File: config.mk
export PLATFORM = sky130hd
export DESIGN_NAME = zx_plotter
export DESIGN_NICKNAME = d
export VERILOG_FILES = /design/src/rtl/zx_plotter.sv
export SDC_FILE = /design/constraint.sdc
export NUM_CORES = 1
export LEC_CHECK = 0
export CAP_MARGIN = 20
export CORE_MARGIN = 10
export CORE_UTILIZATION = 30
export CTS_BUF_LIST = sky130_fd_sc_hd__clkbuf_8
export CTS_CLUSTER_DIAMETER = 50
export DETAILED_ROUTE_END_ITERATION = 10
export PLACE_DENSITY = 0.6
export REMOVE_ABC_BUFFERS = 1
export SKIP_CTS_REPAIR_TIMING = 1
export SYNTH_ARGS = -nofsm -noshare
export SYNTH_HDL_FRONTEND = slang
export SYNTH_SLANG_ARGS = --single-unit
File: constraint.sdc
create_clock -name clock_25 -period 6.2 [get_ports clock_25]
set_clock_uncertainty 0.15 [all_clocks]
set_input_delay 1.24 -clock clock_25 [delete_from_list [all_inputs] [get_ports clock_25]]
set_output_delay 1.24 -clock clock_25 [all_outputs]
set_load 0.03 [all_outputs]
File: src/rtl/zx_plotter.sv
// ZX-Spectrum screen drawing engine: pixel read-modify-write, attribute writes and
// clear-screen over a single-port video RAM, driven by a valid/ready command port.
module zx_plotter #(
  parameter logic [15:0] BASE    = 16'h4000,
  parameter logic [12:0] CLS_LEN = 13'd6912
) (
  input  logic        clock_25,
  input  logic        reset_n,
  input  logic        cmd_valid,
  output logic        cmd_ready,
  input  logic [2:0]  cmd_op,
  input  logic [7:0]  cmd_x,
  input  logic [7:0]  cmd_y,
  input  logic [7:0]  cmd_attr,
  input  logic        cmd_attr_we,
  output logic [15:0] address,
  output logic [7:0]  data_out,
  input  logic [7:0]  data_in,
  output logic        mem_we,
  input  logic        mem_wait,
  output logic        busy,
  output logic        done,
  output logic        err
);

  // state | meaning
  // IDLE  | waiting for a command, cmd_ready high
  // RD    | reading the bitmap byte holding the pixel
  // CAP   | capturing read data and forming the new byte
  // WR    | writing the modified bitmap byte
  // WA    | writing the attribute byte of the pixel's cell
  // CLS   | clearing bitmap then filling attributes
  typedef enum logic [2:0] {IDLE, RD, CAP, WR, WA, CLS} state_t;

  localparam logic [12:0] BITMAP_LEN = 13'd6144;
  localparam logic [15:0] ATTR_BASE  = BASE + 16'h1800;

  function automatic logic [15:0] pix_addr(input logic [7:0] x, input logic [7:0] y);
    return BASE | {3'b000, y[7:6], y[2:0], y[5:3], x[7:3]};
  endfunction

  function automatic logic [15:0] attr_addr(input logic [7:0] x, input logic [7:0] y);
    return ATTR_BASE | {6'b000000, y[7:3], x[7:3]};
  endfunction

  state_t      state, state_nx;
  logic [2:0]  op_q;
  logic [7:0]  x_q, y_q, attr_q;
  logic        attr_we_q;
  logic [12:0] n_q, n_nx, n_inc;
  logic [15:0] addr_nx;
  logic [7:0]  dout_nx, mask, new_byte;
  logic        we_nx, done_nx, err_nx, load_cmd, reject;

  assign cmd_ready = (state == IDLE);
  assign busy      = (state != IDLE);
  assign mask      = 8'h80 >> x_q[2:0];
  assign n_inc     = n_q + 13'd1;
  assign reject    = (cmd_op > 3'd4) || ((cmd_op != 3'd4) && (cmd_y > 8'd191));

  always_comb begin
    case (op_q)
      3'd0:    new_byte = data_in | mask;
      3'd1:    new_byte = data_in & ~mask;
      default: new_byte = data_in ^ mask;
    endcase
  end

  always_comb begin
    state_nx = state;
    addr_nx  = address;
    dout_nx  = data_out;
    we_nx    = mem_we;
    n_nx     = n_q;
    done_nx  = 1'b0;
    err_nx   = 1'b0;
    load_cmd = 1'b0;
    case (state)
      IDLE: begin
        we_nx = 1'b0;
        if (cmd_valid) begin
          load_cmd = 1'b1;
          if (reject) begin
            err_nx = 1'b1;
          end else if (cmd_op == 3'd3) begin
            state_nx = WA;
            addr_nx  = attr_addr(cmd_x, cmd_y);
            dout_nx  = cmd_attr;
            we_nx    = 1'b1;
          end else if (cmd_op == 3'd4) begin
            state_nx = CLS;
            addr_nx  = BASE;
            dout_nx  = 8'h00;
            we_nx    = 1'b1;
            n_nx     = 13'd0;
          end else begin
            state_nx = RD;
            addr_nx  = pix_addr(cmd_x, cmd_y);
          end
        end
      end
      RD: begin
        if (!mem_wait) state_nx = CAP;
      end
      CAP: begin
        state_nx = WR;
        dout_nx  = new_byte;
        we_nx    = 1'b1;
      end
      WR: begin
        if (!mem_wait) begin
          if (attr_we_q) begin
            state_nx = WA;
            addr_nx  = attr_addr(x_q, y_q);
            dout_nx  = attr_q;
          end else begin
            state_nx = IDLE;
            we_nx    = 1'b0;
            done_nx  = 1'b1;
          end
        end
      end
      WA: begin
        if (!mem_wait) begin
          state_nx = IDLE;
          we_nx    = 1'b0;
          done_nx  = 1'b1;
        end
      end
      CLS: begin
        if (!mem_wait) begin
          if (n_q == CLS_LEN - 13'd1) begin
            state_nx = IDLE;
            n_nx     = 13'd0;
            we_nx    = 1'b0;
            done_nx  = 1'b1;
          end else begin
            n_nx    = n_inc;
            addr_nx = BASE + {3'b000, n_inc};
            dout_nx = (n_inc < BITMAP_LEN) ? 8'h00 : attr_q;
          end
        end
      end
      default: begin
        state_nx = IDLE;
        we_nx    = 1'b0;
      end
    endcase
  end

  always_ff @(posedge clock_25 or negedge reset_n) begin
    if (!reset_n) begin
      state     <= IDLE;
      address   <= 16'h0000;
      data_out  <= 8'h00;
      mem_we    <= 1'b0;
      done      <= 1'b0;
      err       <= 1'b0;
      n_q       <= 13'd0;
      op_q      <= 3'd0;
      x_q       <= 8'h00;
      y_q       <= 8'h00;
      attr_q    <= 8'h00;
      attr_we_q <= 1'b0;
    end else begin
      state    <= state_nx;
      address  <= addr_nx;
      data_out <= dout_nx;
      mem_we   <= we_nx;
      done     <= done_nx;
      err      <= err_nx;
      n_q      <= n_nx;
      if (load_cmd) begin
        op_q      <= cmd_op;
        x_q       <= cmd_x;
        y_q       <= cmd_y;
        attr_q    <= cmd_attr;
        attr_we_q <= cmd_attr_we;
      end
    end
  end

endmodule

; After elaboration in Yosys (flattened, before gate mapping)
; Index checks and enable logic that the tools add are counted.
[totals]
latchBits = 0
output_inout_bits = 29
ramBits = 0
word_cells = 118
romBits = 0
memories = 0
register_bits = 71
inputBits = 40
[classes]
n_lt_le_gt_ge = 3
addsub = 2
muxes = 59
multipliers = 0
n_eq_ne = 23
n_reduce_logical = 13
n_shift = 1
bitwise = 5
div = 0
[op_table]
columns = operator, count
row1 = 13-bit two-way mux, 8
row2 = 16-bit two-way mux, 6
row3 = 8-bit two-way mux, 9
row4 = 16-bit one-hot mux with 3 select lines, 1
row5 = 8-bit one-hot mux with 4 select lines, 1
row6 = 3-bit two-way mux, 10
row7 = 13-bit one-hot mux with 2 select lines, 1
row8 = "2-bit != test, second input constant", 11
row9 = 1-bit two-way mux, 19
row10 = 3-bit one-hot mux with 6 select lines, 1
row11 = "15-bit by 13-bit adder with 16-bit output, first input constant", 1
row12 = 8-bit one-hot mux with 2 select lines, 1
row13 = 7-bit AND reduction, 2
row14 = "13-bit by 1-bit adder with 13-bit output, second input constant", 1
row15 = "13-bit equality test, second input constant", 1
row16 = "13-bit < comparator, second input constant", 1
row17 = 6-bit AND reduction, 2
row18 = "3-bit by 2-bit equality test with 1-bit output, second input constant", 3
row19 = "3-bit equality test, second input constant", 3
row20 = 8-bit bitwise AND, 1
row21 = "8-bit > comparator, second input constant", 1
row22 = 8-bit inverter, 1
row23 = 8-bit OR, 1
row24 = 8-bit AND reduction, 1
row25 = other kinds (16), 19

; Longest topological paths before layout
[logic_depth]
word_depth = 6
mapped_depth = 9
mapped_depth_nobuf = 8

; Worst setup path before layout
; Ideal clock, no wire load.
[synth_timing]
kind = input to register
startpoint = in cmd_op[0]
endpoint = reg address[10]
setup_slack_ns = 3.295
n_path_buf = 2
setup_ns = 0.125
required_ns = 5.925
path_stages = 7
arrival_time_ns = 2.630
cell_sequence = nor3b_4 -> o21ai_2 -> a21o_1 -> buf_6 -> nor3_4 -> buf_6 -> mux2_4
[synth_between]
elab_chain_len = 6
elab_cells_between_ends = 13
cone_classes = order compare: 1 / eq/ne: 4 / mux: 5 / reduce/logical: 3
[synth_lines]
columns = item, line_no
row1 = "start, declared", 11  ; input logic [2:0] cmd_op,
row2 = 3-bit equality test, 90  ; end else if (cmd_op == 3'd4) begin
row3 = 13-bit two-way mux, 90
row4 = 13-bit two-way mux, 85  ; end else if (cmd_op == 3'd3) begin
row5 = 16-bit two-way mux, 83  ; if (reject) begin
row6 = 16-bit two-way mux, 81  ; if (cmd_valid) begin
row7 = 16-bit one-hot mux with 3 select lines, 78  ; case (state)
row8 = "end signal, assigned", 167  ; address <= addr_nx;
row9 = "end, declared", 16  ; output logic [15:0] address,
; Several ways; a longest one is shown, not always the timed one. The select of a mux whose other input is x is not followed.
; A chain may end at the register's enable or synchronous reset.

; Worst setup path in the final report
[layout_timing]
startpoint = reg state[2]
endpoint = out cmd_ready
[layout_between]
elab_chain_len = 1
[layout_lines]
columns = item, line_no
row1 = "start, declared", 46  ; state_t state, state_nx;
row2 = "start signal, assigned", 166  ; state <= state_nx;
row3 = 3-bit zero test, 55  ; assign cmd_ready = (state == IDLE);
row4 = "end, declared", 10  ; output logic cmd_ready,
; Every way passes these cells.

==> metrics.yaml <==
p_per_area_nw_per_um2: 493
dr.pass1.iters: 5
rows: 43
pre_cts_ws_ns: 2.15
io_pins: 69
avgSynthCellArea_sq_um: 8.78
drt_iter0_markers: 147
syn_to_final_growth_pct: 22.8
synth-seq-cells: 66
setup_violations: 0
slew_headroom: 0.294
seq_area_frac_synth: 0.394
worstSkewPairLatency_ns: 0.35
finalCritPeriodShare: 0.593
pwr-share-clk: 0.161
fin_nets: 584
synth.area.top_cells: "dfrtp_1 39%, nand2_1 8.8%, ha_1 5.1%"
ys_types: 63
endpoint_kind: "output pin"
die_w_um: 138
die_y_um: 138
p_total_w: 0.00254
p_int_w: 0.00140
power_leakage_nw: 2.18
p_switching_w: 0.00114
min_period_ns: 3.68
yosys-top-cells-count: "98 x nand2_1, 66 x dfrtp_1, 22 x nor2_1"
routedWlPerCell_um: 16.3
first_global_vias: 3730
yosysWarnings: 0
globalplace.congestion: 0.931
setup_ws_ns: 2.52
async_flop_share: 1.00
cts_tree: "built"
dp_hpwl_um: 8710
critPathMaxFanout: 22
status: "completed"
drive_gt1_frac: 0.0883
routed_wl_um: 11600
final_util: 0.374
ant_nets: 0
multi_input_area_sq_um: 2290
hold_viol_final: 0
grt_pass1_wl_um: 19300
stdcell_count: 712
numCtsBuffers: 9
die_area_sq_um: 19100
ys_dominant_reg_cell: "dfrtp_1"
synthCells: 478
antenna_found_initial: 0
critPathArrivalTime_ns: 2.29
post_drt_via_cell_ratio: 5.24
start_util: 0.305
grt_overflow: 0
cts_max_path_buffers: 2
core_sq_um: 13800
switching_share: 0.447
regArea_sq_um: 1650
clkSinkCount: 66
maxCapViolCount: 0
num_antenna_cells: 0
fillers: 1457
yosys.area.top_type_share: 0.394
seq_power_share: 0.314
max-vdd-ir-drop_v: 0.000200
grt_max_degree: 67
port_buffers: 66
slew_violations: 0
synth_edf_count: 0
drc_errors: 0
hold_path.class: "reg2reg"
cts_root_buf: "clkbuf_8"
vias: 3730
placed_cells: 695
cp-start-kind: "register"
synth.largest_area_cell: "dfrtp_1"
fmax_mhz: 272
synthesis.area_sq_um: 4200
cts.clk_slew.worst_paths_ns: 0.08
worst_pin_slew_ns: 1.05
grt_util_all_layers: 0.118
finalSetupTns_ns: 0
worst-setup-path-type: "reg2out"
crit_required_ns: 4.81
cts.htree.levels: 3
synth.most_common_cell: "nand2_1"
combPwrFrac: 0.525
rsz0062_at_grt: "no"
[per-stage QoR]
stage                     hold slack (ns)  area [sq um]
after floorplan                     0.295          4030
after global placement              0.306          4920
after detailed placement            0.313          4920
after CTS                           0.332          5140
after global routing                0.348          5150
final                               0.322          5150
[power by group through the flow]
stage / Sequential [W] / Clock, W / Combinational, W
floorplan: 0.000898 / 0 / 0.000763
global placement: 0.000796 / 0 / 0.00130
detailed placement: 0.000801 / 0 / 0.00133
CTS: 0.000796 / 0.000418 / 0.00134
global route: 0.000830 / 0.000438 / 0.00146
finish: 0.000798 / 0.000409 / 0.00133
[worst max-delay path: stages, from the launching register on]
cell	delay, ns
dfrtp_1	0.62
nor3_2	0.55
clkdlybuf4s50_1	0.77
[routing by layer]
layer / GRT usage / up-vias / wire length (um)
met4: 0.0394 / 0 / 203
met2: 0.196 / 112 / 5600
met1: 0.145 / 1805 / 5190
li1: - / 1794 / -
met5: 0 / - / 0
met3: 0.0318 / 19 / 624
[path summary, 6_finish.rpt]
| kind | start | to | slack [ns] | cells after the start |
|---|---|---|---|---|
| worst max-delay path | state[2] | cmd_ready | 2.52 | 2 |
| worst min register to register | address[14] | address[14] | 0.32 | 1 |
| max in group asynchronous | reset_n | n_q[12] | 4.41 | 2 |
| worst max register to register | n_q[0] | address[0] | 3.15 | 6 |
| worst min-delay path | address[14] | address[14] | 0.32 | 1 |
| min in group asynchronous | reset_n | err | 0.94 | 2 |
[registers in the layout, indices dropped and copies added, names as in the netlist]
signal / flops
address: 14
n_q: 13
attr_q: 8
data_out: 8
x_q: 8
y_q: 5
op_q: 3
state: 3
attr_we_q: 1
done: 1
err: 1
mem_we: 1
[cells by family (layout without fill, tap and decap cells)]
kind of cell | count (synthesis) | count (layout) | share of synthesized area
AO/OA/AOI/OAI | 112 | 112 | 0.185
XOR/XNOR | 11 | 11 | 0.0230
adder cells (fa/ha/maj) | 17 | 17 | 0.0507
buffers and inverters | 54 | 107 | 0.0614
flip-flops | 66 | 66 | 0.394
multiplexers | 14 | 14 | 0.0385
other | 1 | 2 | 0.000894
AND/OR/NAND/NOR | 203 | 203 | 0.247
[layout by cell type, fill, tap and decap left out, types with 13 or more instances in the layout]
cell type,netlist,layout
a21oi_1,16,16
clkdlybuf4s50_1,0,65
dfrtp_1,66,66
ha_1,17,17
inv_1,21,21
nand2_1,98,98
nor2_1,22,22
nor2b_1,14,14
o21ai_0,20,20
o22ai_1,13,13
[layout make-up]
class	instances	area share
multi-input cells	359	0.445
flip-flops and latches	66	0.321
repair buffers	69	0.132
well taps	180	0.0437
clock buffers	9	0.0240
clock inverters	7	0.0194
inverters	22	0.0160
Note: power is estimated with default switching activity, not from simulation.
